===== config.mk =====
export PLATFORM = sky130hd
export DESIGN_NAME = framebuffer_scanout_flat
export DESIGN_NICKNAME = d
export VERILOG_FILES = /design/src/rtl/framebuffer_scanout_pkg.sv /design/src/rtl/framebuffer_scanout_if.sv /design/src/rtl/framebuffer_scanout_delay_line.sv /design/src/rtl/framebuffer_scanout.sv /design/src/flat_wrapper.sv
export SDC_FILE = /design/constraint.sdc
export NUM_CORES = 1
export LEC_CHECK = 0
export BUFFER_PORTS_ARGS = -buffer_cell sky130_fd_sc_hd__buf_2
export CAP_MARGIN = 20
export CORE_MARGIN = 3
export CORE_UTILIZATION = 45
export DETAILED_ROUTE_END_ITERATION = 16
export GPL_ROUTABILITY_DRIVEN = 0
export GPL_TIMING_DRIVEN = 0
export PLACE_DENSITY = 0.66
export SLEW_MARGIN = 20
export SYNTH_ARGS = -nofsm -noshare
export SYNTH_HDL_FRONTEND = slang
export SYNTH_HIERARCHICAL = 1
export SYNTH_SLANG_ARGS = --single-unit

===== constraint.sdc =====
create_clock -name clk -period 2.81 [get_ports clk]
set_input_delay 0.843 -clock clk [delete_from_list [all_inputs] [get_ports clk]]
set_output_delay 0.843 -clock clk [all_outputs]
set_load 0.02 [all_outputs]

===== src/rtl/framebuffer_scanout_pkg.sv =====
// Shared types and default XGA timing for the frame-buffer scan-out path.
package framebuffer_scanout_pkg;

    localparam int unsigned H_ACTIVE     = 1024;
    localparam int unsigned H_FP         = 24;
    localparam int unsigned H_SYNC       = 136;
    localparam int unsigned H_BP         = 160;
    localparam int unsigned V_ACTIVE     = 768;
    localparam int unsigned V_FP         = 3;
    localparam int unsigned V_SYNC       = 6;
    localparam int unsigned V_BP         = 29;
    localparam int unsigned FB_WIDTH     = 512;
    localparam int unsigned ADDR_BITS    = 18;
    localparam int unsigned READ_LATENCY = 2;
    localparam int unsigned DATA_BITS    = 16;

    typedef struct packed {
        logic [3:0] r;
        logic [3:0] g;
        logic [3:0] b;
    } Rgb444;

    // Raster controls that travel alongside the BRAM read.
    typedef struct packed {
        logic vis;
        logic hs;
        logic vs;
        logic first_px;
    } ctrl_t;

    localparam int unsigned CTRL_BITS = $bits(ctrl_t);

endpackage


===== src/rtl/framebuffer_scanout_if.sv =====
// BRAM port-B read bus plus the VGA pin-side outputs of the scan-out block.
interface framebuffer_scanout_if
    import framebuffer_scanout_pkg::*;
#(
    parameter int unsigned ADDR_BITS = framebuffer_scanout_pkg::ADDR_BITS
);
    logic [ADDR_BITS-1:0] fb_addr;
    logic [DATA_BITS-1:0] fb_data;
    logic [3:0]           vga_r;
    logic [3:0]           vga_g;
    logic [3:0]           vga_b;
    logic                 hsync;
    logic                 vsync;
    logic                 blank;

    modport master (
        output fb_addr,
        input  fb_data,
        output vga_r, vga_g, vga_b, hsync, vsync, blank
    );

    modport slave (
        input  fb_addr,
        output fb_data,
        input  vga_r, vga_g, vga_b, hsync, vsync, blank
    );
endinterface


===== src/rtl/framebuffer_scanout_delay_line.sv =====
// Fixed-depth shift register with synchronous clear to all zeros.
module delay_line #(
    parameter int unsigned WIDTH = 4,
    parameter int unsigned DEPTH = 3
) (
    input  logic             clk,
    input  logic             rst,
    input  logic [WIDTH-1:0] d,
    output logic [WIDTH-1:0] q
);
    logic [WIDTH-1:0] stage [DEPTH];

    always_ff @(posedge clk) begin
        if (rst) begin
            for (int i = 0; i < int'(DEPTH); i++) stage[i] <= '0;
        end else begin
            stage[0] <= d;
            for (int i = 1; i < int'(DEPTH); i++) stage[i] <= stage[i-1];
        end
    end

    assign q = stage[DEPTH-1];
endmodule


===== src/rtl/framebuffer_scanout.sv =====
// Raster timing generator and 2x-upscaling frame-buffer reader on the pixel clock.
// Colour, syncs and blank leave the block aligned after READ_LATENCY+2 cycles.
module framebuffer_scanout
    import framebuffer_scanout_pkg::*;
#(
    parameter int unsigned H_ACTIVE     = framebuffer_scanout_pkg::H_ACTIVE,
    parameter int unsigned H_FP         = framebuffer_scanout_pkg::H_FP,
    parameter int unsigned H_SYNC       = framebuffer_scanout_pkg::H_SYNC,
    parameter int unsigned H_BP         = framebuffer_scanout_pkg::H_BP,
    parameter int unsigned V_ACTIVE     = framebuffer_scanout_pkg::V_ACTIVE,
    parameter int unsigned V_FP         = framebuffer_scanout_pkg::V_FP,
    parameter int unsigned V_SYNC       = framebuffer_scanout_pkg::V_SYNC,
    parameter int unsigned V_BP         = framebuffer_scanout_pkg::V_BP,
    parameter int unsigned FB_WIDTH     = framebuffer_scanout_pkg::FB_WIDTH,
    parameter int unsigned ADDR_BITS    = framebuffer_scanout_pkg::ADDR_BITS,
    parameter int unsigned READ_LATENCY = framebuffer_scanout_pkg::READ_LATENCY
) (
    input  logic                        clk,
    input  logic                        rst,
    input  logic                        display_enable,
    input  logic [11:0]                 bg_color,
    framebuffer_scanout_if.master       bus,
    output logic                        frame_start,
    output logic [15:0]                 frame_count
);
    localparam int unsigned H_TOTAL  = H_ACTIVE + H_FP + H_SYNC + H_BP;
    localparam int unsigned V_TOTAL  = V_ACTIVE + V_FP + V_SYNC + V_BP;
    localparam int unsigned HC_W     = $clog2(H_TOTAL);
    localparam int unsigned VC_W     = $clog2(V_TOTAL);
    localparam int unsigned PIPE     = READ_LATENCY + 2;
    localparam int unsigned HS_START = H_ACTIVE + H_FP;
    localparam int unsigned HS_END   = HS_START + H_SYNC;
    localparam int unsigned VS_START = V_ACTIVE + V_FP;
    localparam int unsigned VS_END   = VS_START + V_SYNC;

    logic [HC_W-1:0] hc;
    logic [VC_W-1:0] vc;
    logic            h_last;
    logic            v_last;
    logic            en_frame;
    ctrl_t           ctrl_raw;
    ctrl_t           ctrl_dly;
    Rgb444           rgb_next;
    logic [3:0]      unused_fb_hi;

    assign h_last       = (hc == HC_W'(H_TOTAL - 1));
    assign v_last       = (vc == VC_W'(V_TOTAL - 1));
    assign unused_fb_hi = bus.fb_data[15:12];

    // Raster position counters.
    always_ff @(posedge clk) begin
        if (rst) begin
            hc <= '0;
            vc <= '0;
        end else if (h_last) begin
            hc <= '0;
            vc <= v_last ? '0 : vc + VC_W'(1);
        end else begin
            hc <= hc + HC_W'(1);
        end
    end

    always_comb begin
        ctrl_raw          = '0;
        ctrl_raw.vis      = (hc < HC_W'(H_ACTIVE)) && (vc < VC_W'(V_ACTIVE));
        ctrl_raw.hs       = (hc >= HC_W'(HS_START)) && (hc < HC_W'(HS_END));
        ctrl_raw.vs       = (vc >= VC_W'(VS_START)) && (vc < VC_W'(VS_END));
        ctrl_raw.first_px = (hc == '0) && (vc == '0);
    end

    // Each frame-buffer pixel covers a 2x2 block of screen pixels.
    always_ff @(posedge clk) begin
        if (rst) begin
            bus.fb_addr <= '0;
        end else if (ctrl_raw.vis) begin
            bus.fb_addr <= ADDR_BITS'(FB_WIDTH) * ADDR_BITS'(vc >> 1) + ADDR_BITS'(hc >> 1);
        end else begin
            bus.fb_addr <= '0;
        end
    end

    // Controls wait out the address register and BRAM latency; the output register adds the last stage.
    delay_line #(
        .WIDTH (CTRL_BITS),
        .DEPTH (PIPE - 1)
    ) u_delay_line (
        .clk (clk),
        .rst (rst),
        .d   (ctrl_raw),
        .q   (ctrl_dly)
    );

    // Enable only changes between frames so a frame is never split.
    always_ff @(posedge clk) begin
        if (rst) begin
            en_frame <= 1'b0;
        end else if (h_last && v_last) begin
            en_frame <= display_enable;
        end
    end

    always_comb begin
        rgb_next = '0;
        if (!ctrl_dly.vis) begin
            rgb_next = '0;
        end else if (en_frame) begin
            rgb_next = Rgb444'(bus.fb_data[11:0]);
        end else begin
            rgb_next = Rgb444'(bg_color);
        end
    end

    always_ff @(posedge clk) begin
        if (rst) begin
            bus.vga_r   <= '0;
            bus.vga_g   <= '0;
            bus.vga_b   <= '0;
            bus.hsync   <= 1'b0;
            bus.vsync   <= 1'b0;
            bus.blank   <= 1'b1;
            frame_start <= 1'b0;
            frame_count <= '0;
        end else begin
            bus.vga_r   <= rgb_next.r;
            bus.vga_g   <= rgb_next.g;
            bus.vga_b   <= rgb_next.b;
            bus.hsync   <= ctrl_dly.hs;
            bus.vsync   <= ctrl_dly.vs;
            bus.blank   <= !ctrl_dly.vis;
            frame_start <= ctrl_dly.first_px;
            if (frame_start) begin
                frame_count <= frame_count + 16'd1;
            end
        end
    end
endmodule


===== src/flat_wrapper.sv =====
// flat-port wrapper written by rule: the top's interface ports become plain ports
module framebuffer_scanout_flat import framebuffer_scanout_pkg::*;
#(
    parameter int unsigned H_ACTIVE     = framebuffer_scanout_pkg::H_ACTIVE,
    parameter int unsigned H_FP         = framebuffer_scanout_pkg::H_FP,
    parameter int unsigned H_SYNC       = framebuffer_scanout_pkg::H_SYNC,
    parameter int unsigned H_BP         = framebuffer_scanout_pkg::H_BP,
    parameter int unsigned V_ACTIVE     = framebuffer_scanout_pkg::V_ACTIVE,
    parameter int unsigned V_FP         = framebuffer_scanout_pkg::V_FP,
    parameter int unsigned V_SYNC       = framebuffer_scanout_pkg::V_SYNC,
    parameter int unsigned V_BP         = framebuffer_scanout_pkg::V_BP,
    parameter int unsigned FB_WIDTH     = framebuffer_scanout_pkg::FB_WIDTH,
    parameter int unsigned ADDR_BITS    = framebuffer_scanout_pkg::ADDR_BITS,
    parameter int unsigned READ_LATENCY = framebuffer_scanout_pkg::READ_LATENCY
)
  (clk, rst, display_enable, bg_color, frame_start, frame_count, bus_fb_addr, bus_fb_data, bus_vga_r, bus_vga_g, bus_vga_b, bus_hsync, bus_vsync, bus_blank);
  framebuffer_scanout_if #(.ADDR_BITS(ADDR_BITS)) bus_i ();
  input  logic clk;
  input  logic rst;
  input  logic display_enable;
  input  logic [11:0] bg_color;
  output logic frame_start;
  output logic [15:0] frame_count;
  output wire logic [$bits(bus_i.fb_addr)-1:0] bus_fb_addr;
  input wire logic [$bits(bus_i.fb_data)-1:0] bus_fb_data;
  output wire logic [$bits(bus_i.vga_r)-1:0] bus_vga_r;
  output wire logic [$bits(bus_i.vga_g)-1:0] bus_vga_g;
  output wire logic [$bits(bus_i.vga_b)-1:0] bus_vga_b;
  output wire logic [$bits(bus_i.hsync)-1:0] bus_hsync;
  output wire logic [$bits(bus_i.vsync)-1:0] bus_vsync;
  output wire logic [$bits(bus_i.blank)-1:0] bus_blank;
  assign bus_fb_addr = bus_i.fb_addr;
  assign bus_i.fb_data = bus_fb_data;
  assign bus_vga_r = bus_i.vga_r;
  assign bus_vga_g = bus_i.vga_g;
  assign bus_vga_b = bus_i.vga_b;
  assign bus_hsync = bus_i.hsync;
  assign bus_vsync = bus_i.vsync;
  assign bus_blank = bus_i.blank;
  framebuffer_scanout #(.H_ACTIVE(H_ACTIVE), .H_FP(H_FP), .H_SYNC(H_SYNC), .H_BP(H_BP), .V_ACTIVE(V_ACTIVE), .V_FP(V_FP), .V_SYNC(V_SYNC), .V_BP(V_BP), .FB_WIDTH(FB_WIDTH), .ADDR_BITS(ADDR_BITS), .READ_LATENCY(READ_LATENCY)) u_core (.clk(clk), .rst(rst), .display_enable(display_enable), .bg_color(bg_color), .bus(bus_i), .frame_start(frame_start), .frame_count(frame_count));
endmodule

Word level (Yosys, flattened, before mapping)
Memories as Yosys holds them, arrays and structs flattened. Cells that the tools add are included.

Bits in registers: 72. RAM bits: 12. Logic and storage cells: 49. Memories kept: 1.

$add $sub $neg: 4. $lt $le $gt $ge: 6. Eq/ne operators: 2. Mux-type cells: 8. Bitwise logic cells: 5. Reduce and logical (&&, ||, !) cells: 11.

Memories: u_core.u_delay_line.stage (words 3, width 4, read ports 3, clocked after memory_dff 0, write ports 3, line framebuffer_scanout_delay_line.sv:11) `logic [WIDTH-1:0] stage [DEPTH];`.

Operator list (number): 11-bit < comparator, second input constant (2); 10-bit < comparator, second input constant (2); 18-bit by 10-bit adder with 18-bit output (1); 16-bit by 1-bit adder with 16-bit output, second input constant (1); 12-bit two-way mux (1); 4-bit two-way mux (3); 11-bit by 1-bit adder with 11-bit output, second input constant (1); 11-bit == test, second input constant (1); 11-bit >= comparator, second input constant (1); 11-bit zero test (1); 10-bit by 1-bit adder with 10-bit output, second input constant (1); 10-bit == test, second input constant (1); 10-bit >= comparator, second input constant (1); 10-bit zero test (1); 10-bit two-way mux (1); 2-bit OR reduction (3); 1-bit logical AND (5); 1-bit two-way mux (3); 1-bit bitwise OR (3); 1-bit NOT (2); 1-bit zero test (1).

Longest topological paths before layout
Depth after elaboration: 4. Mapped depth: 6. Gate-level depth less buffers: 6.

Cells and area by module
The synthesis kept the hierarchy.

Modules (own cells, without submodules): framebuffer_scanout (instances 1, cells an instance 324, area an instance 3002.9 um2, sequential area each 1441.4 um2); delay_line (instances 1, cells an instance 29, area an instance 396.6 um2, sequential area each 240.2 um2).

Least setup slack after synthesis
OpenSTA, ideal clock, no wires.

Kind: flip-flop to flip-flop. Start: register u_core.vc[6]. End: register u_core.vc[0]. Arrival: 1.675 ns. Slack: 0.999 ns. Stages on the path, launching flop included: 6. Clock period less this slack: 1.811 ns. Cells stage by stage: dfxtp_1 > buf_6 > or3_1 > or4_4 > o41ai_4 > nor2_1.

Word-level cells in the longest chain between the ends: 2.

RTL lines: start: declaration (line framebuffer_scanout.sv:37) `logic [VC_W-1:0] vc;`; start signal: assignment (line framebuffer_scanout.sv:57) `vc <= v_last ? '0 : vc + VC_W'(1);`; 10-bit == test (line framebuffer_scanout.sv:47) `assign v_last = (vc == VC_W'(V_TOTAL - 1));`; 10-bit two-way mux (line framebuffer_scanout.sv:57).

No other way between the ends. A chain may end at the register's enable or synchronous reset.

Final worst setup path
Start: register u_core.hc[0]. End: register u_core.vc[0].

Word-level cells in the longest chain between the ends: 1.

RTL lines: start: declaration (line framebuffer_scanout.sv:36) `logic [HC_W-1:0] hc;`; start signal: assignment (line framebuffer_scanout.sv:59) `hc <= hc + HC_W'(1);`; 11-bit == test (line framebuffer_scanout.sv:46) `assign h_last = (hc == HC_W'(H_TOTAL - 1));`.

No other way between the ends.

==> results.cfg <==
[sta]
tightest_slew_ns = 0.673
max_freq_ghz = 0.456
fin_crit_sh_pct = 78.0
drv_slew = 0
maxSlewHeadroom_pct = 55.0
min_period_ns = 2.19
finalSetupViolCount = 0
grt_setup_unrepaired = false
final-hold-violation-count = 0
skew_ns = 0.00946
fin_setup_tns_ns = 0

[global_route]
overflow = 0
antenna_found_initial = 0
grt_usage_pct = 17.1
grt_pass1_wl_um = 11700
grt_start_max_net_pins = 16
grt_pass1_vias = 2492

[synthesis]
synth_area_per_cell_um2 = 9.63
ys_seq_area_share_pct = 49.5
ys_types = 42
synth_nets = 393
synth_cells = 353
yosys_register_bits = 84
synth_top_area_share_pct = 49.5
synth_edf_count = 0
synth-async-reset-ratio_pct = 0
syn_area_um2 = 3400
yosys.area.top_type = dfxtp_1
yosysMostFrequentCell = dfxtp_1
yosysWarnings = 6
synth_area_leaders = dfxtp_1, nor2_1, mux2i_1
synth_common_cells = dfxtp_1, nor2_1, nand2_1
synth_flop_cell = dfxtp_1

[floorplanning]
start_util_pct = 46.6
ios = 81
die_h_um = 92.9
rows = 31
core_area_um2 = 7290
die-width_um = 92.9
die_area_um2 = 8630

[min_path]
min_path_type = reg2reg

[cts]
htree_num_levels = 3
cts_resized = 0
hold_buffers = 0
post_cts_buffers = 0
clock_path_buffers = 2
clkLatencyLatePin_ns = 0.35
cts.clk_slew.worst_paths_ns = 0.08
cts_tree = done
cts-root-buf = clkbuf_8
cts_sinks = 84
cts_buffers = 9

[routing]
viasPerCell = 4.96
drc = 0
first_iter_violations = 82
drt-total-wl_um = 7080
ant_nets = 0
wl_per_cell_um = 13.0
drt-pass1-iter-count = 4
num_vias = 2699

[run]
maxCapViolCount = 0

[finish]
finalNonFillerCells = 544
drive_above_1_share_pct = 27.4
num_antenna_cells = 0
fin_nets = 480
multi_input_comb_area_um2 = 1560
fillers = 677
area_delta_synth_final_pct = 20.9
final-seq-area_um2 = 1680

[place]
port_buffers = 76
dp_hpwl_um = 5110
dp.cells = 528

[pwr]
leakage_nw = 1.80
powerDensity_nw_per_um2 = 531
irDropWorstVdd_v = 0.000236

[worst_setup_path]
critPathKind = reg2reg
start_kind = flop
crit_fanout = 10
endpoint_kind = flop
required_ns = 3.02
critical_path_arrival_ns = 2.40

[status]
run_status = finished, final reports clean
worst max-delay path: stages, from the launching register on:
cell     delay [ns]
dfxtp_1        0.39
ha_1           0.27
and4_2         0.28
nand4_1        0.29
o41ai_4        0.72
nor2_1         0.11
sequential cells by signal (all words and copies together) (netlist names), 4 cells and up:
register / cells
u_core/bus.fb_addr: 18
u_core/frame_count: 16
u_core/u_delay_line/stage: 12
u_core/hc: 11
u_core/vc: 10
u_core/bus.vga_b: 4
u_core/bus.vga_g: 4
u_core/bus.vga_r: 4
final cells by class:
cell class / instances / area share (%)
tap: 99 / 3.01
buffer: 19 / 2.92
sequential: 84 / 40.9
multi-input combinational: 239 / 37.9
clock inverter: 6 / 1.70
clock buffer: 10 / 3.35
timing repair buffer: 76 / 9.25
inverter: 11 / 1.00
cell usage in the layout, fill, tap and decap left out, drive strengths merged, types with 13 or more instances in the layout:
master,Yosys,routed
and3,16,16
nor2,54,54
dfxtp,84,84
buf,9,85
xnor2,14,14
xor2,13,13
a21oi,13,13
nand3,13,13
clkbuf,10,20
nand2,17,17
nor2b,15,15
inv,11,13
mux2i,16,16
where the power goes:
part	internal, mW	switching, mW
registers	1.20	0.00715
logic	0.0404	0.0468
clock network	0.441	0.443
cell families after synthesis:
| logic type | Yosys count | share of synthesized area [%] |
|---|---|---|
| muxes | 18 | 5.37 |
| AOI/OAI and AO/OA | 25 | 4.64 |
| adders and majority gates | 9 | 3.31 |
| DFF | 84 | 49.5 |
| xor gates and xnor gates | 27 | 6.96 |
| and+or+nand+nor | 160 | 25.5 |
| buffers and inverters | 30 | 4.75 |
routing by layer:
metal	global-route usage, %	routed length, µm	part of all wire (%)	vias up
met3	3.41	404	5.7	9
li1	-	-	-	1371
met5	0	0	0	-
met2	27.5	3340	47	77
met1	22.1	3220	46	1242
met4	7.69	112	1.6	0
through the flow:
step                instance area (µm²)  total power, mW  hold WS, ns  setup slack [ns]  utilization, %
CTS                                4110             2.21        0.447             0.626            56.4
global route                       4110             2.27        0.458             0.508            56.4
finish                             4110             2.18        0.441             0.618            56.4
global placement                   3900             1.32        0.417             0.665            53.5
floorplan                          3400             1.29        0.415             0.999               -
detailed placement                 3900             1.33        0.426             0.644            53.5
worst paths after layout:
check                                                  start  slack [ns]                                    endpoint  cells past startpoint
setup / recovery                     u_core/hc[0]$_SDFF_PP0_        0.62                   u_core/vc[0]$_SDFFE_PP0N_                      5
hold / removal    u_core/u_delay_line/stage[0][3]$_SDFF_PP0_        0.44  u_core/u_delay_line/stage[0][7]$_SDFF_PP0_                      1
setup reg to reg                     u_core/hc[0]$_SDFF_PP0_        0.62                   u_core/vc[0]$_SDFFE_PP0N_                      5
hold reg to reg   u_core/u_delay_line/stage[0][3]$_SDFF_PP0_        0.44  u_core/u_delay_line/stage[0][7]$_SDFF_PP0_                      1
Power figures use the tool's default switching activity.
